===== config.mk =====
export PLATFORM = sky130hd
export DESIGN_NAME = button_reader
export DESIGN_NICKNAME = d
export VERILOG_FILES = /design/src/rtl/button_reader.sv
export SDC_FILE = /design/constraint.sdc
export NUM_CORES = 1
export LEC_CHECK = 0
export CELL_PAD_IN_SITES_DETAIL_PLACEMENT = 0
export CELL_PAD_IN_SITES_GLOBAL_PLACEMENT = 1
export CORE_AREA = 4 4 89 91
export CTS_BUF_LIST = sky130_fd_sc_hd__clkbuf_8
export DETAILED_ROUTE_END_ITERATION = 8
export DIE_AREA = 0 0 93 95
export GPL_TIMING_DRIVEN = 1
export PLACE_DENSITY = 0.55
export SLEW_MARGIN = 10
export SYNTH_ARGS = -nofsm -noshare
export SYNTH_HDL_FRONTEND = slang
export SYNTH_SLANG_ARGS = --single-unit

===== constraint.sdc =====
create_clock -name clk -period 2.15 [get_ports clk]
set_clock_uncertainty 0.1 [all_clocks]
set_input_delay 0.215 -clock clk [delete_from_list [all_inputs] [get_ports clk]]
set_output_delay 0.215 -clock clk [all_outputs]
set_load 0.1 [all_outputs]

===== src/rtl/button_reader.sv =====
// Four-button sampler: two-flop sync, tick-paced debounce, press encoder,
// and a single-slot valid/ack event register with sticky overrun.
module button_reader #(
  parameter int TICK_DIV   = 250000,
  parameter int STABLE_CNT = 3
) (
  input  logic       clk,
  input  logic       reset,
  input  logic       btn_1,
  input  logic       btn_2,
  input  logic       btn_3,
  input  logic       btn_4,
  input  logic       ev_ack,
  output logic       ev_valid,
  output logic [1:0] ev_code,
  output logic       ev_overrun,
  output logic [3:0] btn_level
);

  localparam int CW = $clog2(TICK_DIV);
  localparam int SW = $clog2(STABLE_CNT + 1);
  localparam logic [CW-1:0] TMAX = CW'(TICK_DIV - 1);
  localparam logic [SW-1:0] SMAX = SW'(STABLE_CNT - 1);

  typedef enum logic {
    IDLE,
    PENDING
  } state_t;

  logic [3:0]         raw;
  logic [3:0]         s1;
  logic [3:0]         s2;
  logic [CW-1:0]      cnt;
  logic               tick;
  logic [3:0]         lvl_q;
  logic [3:0]         lvl_d;
  logic [3:0]         lvl_prev;
  logic [3:0][SW-1:0] stab_q;
  logic [3:0][SW-1:0] stab_d;
  logic [3:0]         rise;
  logic               any_rise;
  logic               multi;
  logic [1:0]         enc;
  state_t             state_q;
  state_t             state_d;
  logic [1:0]         code_q;
  logic [1:0]         code_d;
  logic               ovr_q;
  logic               ovr_d;

  assign raw  = {btn_4, btn_3, btn_2, btn_1};
  assign tick = (cnt == TMAX);

  always_ff @(posedge clk or negedge reset) begin
    if (!reset) begin
      s1  <= '0;
      s2  <= '0;
      cnt <= '0;
    end else begin
      s1  <= raw;
      s2  <= s1;
      cnt <= tick ? '0 : cnt + CW'(1);
    end
  end

  // stab counts qualifying ticks minus one; the level flips on the last
  always_comb begin
    lvl_d  = lvl_q;
    stab_d = stab_q;
    if (tick) begin
      for (int i = 0; i < 4; i++) begin
        if (s2[i] != lvl_q[i]) begin
          if (stab_q[i] == SMAX) begin
            lvl_d[i]  = s2[i];
            stab_d[i] = '0;
          end else begin
            stab_d[i] = stab_q[i] + SW'(1);
          end
        end else begin
          stab_d[i] = '0;
        end
      end
    end
  end

  always_ff @(posedge clk or negedge reset) begin
    if (!reset) begin
      lvl_q    <= '0;
      lvl_prev <= '0;
      stab_q   <= '0;
    end else begin
      lvl_q    <= lvl_d;
      lvl_prev <= lvl_q;
      stab_q   <= stab_d;
    end
  end

  assign rise     = lvl_q & ~lvl_prev;
  assign any_rise = |rise;
  assign multi    = |(rise & (rise - 4'd1));

  always_comb begin
    enc = 2'd0;
    priority case (1'b1)
      rise[0]: enc = 2'd0;
      rise[1]: enc = 2'd1;
      rise[2]: enc = 2'd2;
      rise[3]: enc = 2'd3;
      default: enc = 2'd0;
    endcase
  end

  always_comb begin
    state_d = state_q;
    code_d  = code_q;
    ovr_d   = ovr_q;
    case (state_q)
      IDLE: begin
        if (any_rise) begin
          state_d = PENDING;
          code_d  = enc;
          ovr_d   = multi;
        end
      end
      PENDING: begin
        if (ev_ack) begin
          if (any_rise) begin
            code_d = enc;
            ovr_d  = multi;
          end else begin
            state_d = IDLE;
            ovr_d   = 1'b0;
          end
        end else if (any_rise) begin
          ovr_d = 1'b1;
        end
      end
      default: state_d = IDLE;
    endcase
  end

  always_ff @(posedge clk or negedge reset) begin
    if (!reset) begin
      state_q <= IDLE;
      code_q  <= '0;
      ovr_q   <= 1'b0;
    end else begin
      state_q <= state_d;
      code_q  <= code_d;
      ovr_q   <= ovr_d;
    end
  end

  assign ev_valid   = (state_q == PENDING);
  assign ev_code    = code_q;
  assign ev_overrun = ovr_q;
  assign btn_level  = lvl_q;

endmodule


; ---- After elaboration in Yosys (flattened, before gate mapping)
; Cells that the tools add are included.
[word_totals]
wordCells = 68
regBits = 46
[op_classes]
bitwise_logic = 4
n_reduce_logical = 7
n_addsub = 6
eq_ne = 12
muxes = 24
[op_table]
columns = op, count
row1 = $mux 2, 14
row2 = $add 18x1->18 const B, 1
row3 = $eq 18x18->1 const B, 1
row4 = $mux 18, 1
row5 = $reduce_and 3->1, 4
row6 = $add 2x1->2 const B, 4
row7 = $and 4x4->4, 2
row8 = $eq 2x2->1 const B, 4
row9 = $reduce_or 4->1, 2
row10 = $mux 1, 6
row11 = $ne 1x1->1, 4
row12 = $ne 2x2->1 const B, 2
row13 = $not 4->4, 1
row14 = $pmux 1 s2, 2
row15 = $pmux 2 s2, 1
row16 = $sub 4x1->4 const B, 1
row17 = $ne 3x3->1 const B, 1
row18 = $reduce_and 2->1, 1
row19 = $not 1->1, 1

; ---- Depth between registers and ports, before layout
[depth]
ltp_word = 9
ltp_mapped = 7
ltp_nobuf = 5

; ---- Worst setup path before layout
; No wires, ideal clock.
[synth_path]
path_kind = register -> register
startpoint = register lvl_q[3] (netlist: btn_level[3])
endpoint = register ovr_q (netlist: ev_overrun)
path_buffers = 0
t_arrival_ns = 1.697
period_less_slack_ns = 1.931
stages_incl_launch_ff = 5
setup_slack_ns = 0.219
setup_ns = 0.133
cell_sequence = dfrtp_1 > nor2b_1 > maj3_1 > a211oi_1 > a211oi_1
[synth_via]
elab_chain_len = 7
[synth_rtl]
columns = element, line
row1 = "start, declared", 35  ; logic [3:0] lvl_q;
row2 = "start signal, assigned", 92  ; lvl_q <= lvl_d;
row3 = $and 4x4->4 (*), 98  ; assign rise = lvl_q & ~lvl_prev;
row4 = $sub 4x1->4, 100  ; assign multi = |(rise & (rise - 4'd1));
row5 = $and 4x4->4, 100
row6 = $reduce_or 4->1, 100
row7 = $mux 1, 127  ; if (any_rise) begin
row8 = $mux 1, 126  ; if (ev_ack) begin
row9 = $pmux 1 s2, 117  ; case (state_q)
row10 = "end signal, assigned", 150  ; ovr_q <= ovr_d;
row11 = "end, declared", 48  ; logic ovr_q;
; Mark *: on every way between the ends. The rest lies on a longest branch, timed or not. The select of a mux whose other input is x is not followed.
; A chain may end at the register's enable or synchronous reset.

; ---- Worst setup path after layout
[layout_path]
startpoint = register cnt[4]
endpoint = register stab_q[0] (netlist bit)
[layout_via]
elab_chain_len = 1
[layout_rtl]
columns = element, line
row1 = "start, declared", 33  ; logic [CW-1:0] cnt;
row2 = "start signal, assigned", 62  ; cnt <= tick ? '0 : cnt + CW'(1);
row3 = $eq 18x18->1, 52  ; assign tick = (cnt == TMAX);
row4 = "end signal, assigned", 94  ; stab_q <= stab_d;
row5 = "end, declared", 38  ; logic [3:0][SW-1:0] stab_q;
; Every way passes these cells.

==> metrics.cfg <==
[outcome]
status=finished, final reports clean

[pwr]
pwr-share-seq=0.597
pwr-share-comb=0.027
p_clk_frac=0.376
power.switching_uw=319
internal_power_mw=1.15
power.static_leakage_nw=1.08
pwr_density_cell_nw_per_um2=600
peak_supply_drop_mv=0.308
power.switching_fraction=0.217

[yosys]
syn_area_per_cell_um2=11.9
number_of_warnings_issued_by_yosys=0
synth_common_cells=sky130_fd_sc_hd__dfrtp_1, sky130_fd_sc_hd__nand2_1, sky130_fd_sc_hd__nor2_1
async_reset_ff_frac=1.00
number_of_synthesized_register_bits=46
yosys_most_used_dff=sky130_fd_sc_hd__dfrtp_1
synth_seq_area_share=0.552
synth.cell_area_um2=2090
synth.top_cell.area_share=0.552
post-synth-top-count-cell=sky130_fd_sc_hd__dfrtp_1
synth.area.top_cells=sky130_fd_sc_hd__dfrtp_1, sky130_fd_sc_hd__nor4b_2, sky130_fd_sc_hd__xor2_1
ys_types=41
synthCells=175
synth-edff-count=0
synth_area_leader_cell=sky130_fd_sc_hd__dfrtp_1
syn_nets=183

[route]
dr_total_vias=1372
drt-vias-per-instance=4.62
per_cell_routed_wire_length_um=13.6
routed_wirelength_um=4040
drt-initial-drc-count=25
ant_nets=0
drt-pass1-iter-count=4
route.detailed.drc=0

[clock_tree]
post-cts-setup-buffers=0
ctsLongestPathBuffers=2
clock_sinks=46
worstSkewPairLatency_ns=0.29
cts.reportedPaths.clkPinSlew_ns=0.09
cts_hold_buffers=1
cts_repair_resize_count=0
tritoncts=built
numCtsBuffers=5
count_of_h_tree_levels_built_during_cts=2
cts-root-buf=sky130_fd_sc_hd__clkbuf_8

[layout]
insertedDiodeCount=0
drive_gt1_frac=0.207
number_of_non_filler_instances_in_the_completed_layout=297
areaGrowthSynthToFinish_pct=17.0
fin_util=0.342
finish.net_count=205

[sta]
timing.final.setup_violations=0
final.min_clock_period_ns=1.94
maximum_clock_frequency_ghz=0.514
final_hold_viol_count=0
setup_repair_after_global_routing_missed_its_margin=no
postLayoutSetupSlackWorst_ns=0.206
worst_pin_slew_ns=0.539
final.hold.worst_slack_ns=0.254
period_share=0.904
max-slew-margin-rel=0.641
finalMaxSlewViolations=0
timing.setup.tns_ns=0

[critical_path]
critical_path_peak_fanout=9
worst-setup-path-type=register to register
timing.critical_path.required_ns=2.23
cp_data_arrival_time_ns=2.03
r2r_cells=4
timing.critical_path.to_type=register
worst_setup_path_start_kind=register

[min_path]
hold_crit_path_type=register to register
min_delay_path_depth=0

[floorplanning]
fp.dieW_um=93
initial_utilization=0.292
fp.dieArea_um2=8840
die_y_um=95
core.rowCount=31
floorplan.core_area_um2=7140
floorplan.io_pins=15

[place]
buffer_ports.inserted=14
weighted_congestion_reported_at_the_end_of_routability_driven_placement=0.780
pre_cts_slack_ns=0.212
dpl.hpwl_um=2950
post-place-cells=288

[global_routing]
initial_antenna_violation_count=0
first_global_vias=1427
largest_net_degree_at_the_start_of_global_routing=26
grt.total_usage=0.101
grt_first_pass_wirelength_um=6910
globalRoute.totalOverflow=0

[job]
max_cap_viol_count=0

[routing by layer]
metal / vias up / track usage / share of wire
met3: 5 / 0.0303 / 0.046
met5: - / 0 / 0
met1: 685 / 0.124 / 0.47
li1: 661 / - / -
met2: 21 / 0.171 / 0.47
met4: 0 / 0.0293 / 0.013
[layout make-up]
cell class	instances	area, um2
Multi-Input combinational cell	121	890
Clock inverter	2	12.5
Sequential cell	46	1150
Clock buffer	6	82.6
Fill cell	738	4690
Tap cell	99	124
Inverter	4	15.0
Timing Repair Buffer	19	168
[through the flow]
step	instance area, um2	total power [mW]
floorplan	2090	0.898
global placement	2340	0.932
detailed placement	2340	0.933
CTS	2440	1.50
global route	2440	1.54
finish	2440	1.47
[logic make-up (layout without fill, tap and decap cells)]
logic type,count (synthesis),after routing,share of synthesized area
XOR/XNOR,17,17,0.0713
AO/OA/AOI/OAI,16,16,0.0504
multiplexers,12,12,0.0629
adder cells (fa/ha/maj),2,2,0.0108
buffers and inverters,8,31,0.0222
AND/OR/NAND/NOR,74,74,0.231
flip-flops,46,46,0.552
[state kept, by name, indices dropped and copies added, names as in the netlist]
name / count
ev_code: 2
ev_valid: 1
s2: 4
s1: 4
cnt: 18
btn_level: 4
ev_overrun: 1
stab_q: 8
lvl_prev: 4
[worst paths after layout]
check / from / end / slack (ns)
worst max-delay path: cnt[4]$_DFF_PN0_ / stab_q[0]$_DFFE_PN0N_ / 0.21
worst min-delay path: s1[0]$_DFF_PN0_ / s2[0]$_DFF_PN0_ / 0.25
worst max register to register: cnt[4]$_DFF_PN0_ / stab_q[0]$_DFFE_PN0N_ / 0.21
worst min register to register: s1[0]$_DFF_PN0_ / s2[0]$_DFF_PN0_ / 0.25
max in group asynchronous: reset / cnt[7]$_DFF_PN0_ / 1.10
min in group asynchronous: reset / ev_overrun$_DFFE_PN0P_ / 0.33
[layout by cell type (no fill, tap or decap), drive strengths merged, types with 3 or more instances in the layout]
cell type,count
nand2,15
nor4b,6
and2,3
nand4,6
mux2,9
nand2b,5
clkdlybuf4s50,5
mux2i,3
clkbuf,6
inv,4
and4,4
buf,13
a21oi,8
xor2,10
xnor2,7
nor2,13
nor2b,5
dfrtp,46
nand3,7
[worst max-delay path, stage by stage (launching register included)]
cell and delay [ns]:
sky130_fd_sc_hd__dfrtp_1 0.43, sky130_fd_sc_hd__nor4bb_1 0.37, sky130_fd_sc_hd__nand3_2 0.24, sky130_fd_sc_hd__nor2_4 0.32
sky130_fd_sc_hd__mux2_2 0.37
[power groups by stage]
stage / sequential [mW] / combinational, mW / clock [mW]
3_5_place_dp: 0.893 / 0.0403 / 0
2_1_floorplan: 0.892 / 0.00571 / 0
5_1_grt: 0.877 / 0.0456 / 0.613
6_report: 0.876 / 0.0392 / 0.551
3_3_place_gp: 0.894 / 0.0385 / 0
4_1_cts: 0.876 / 0.0416 / 0.584
(Power assumes the default switching activity.)
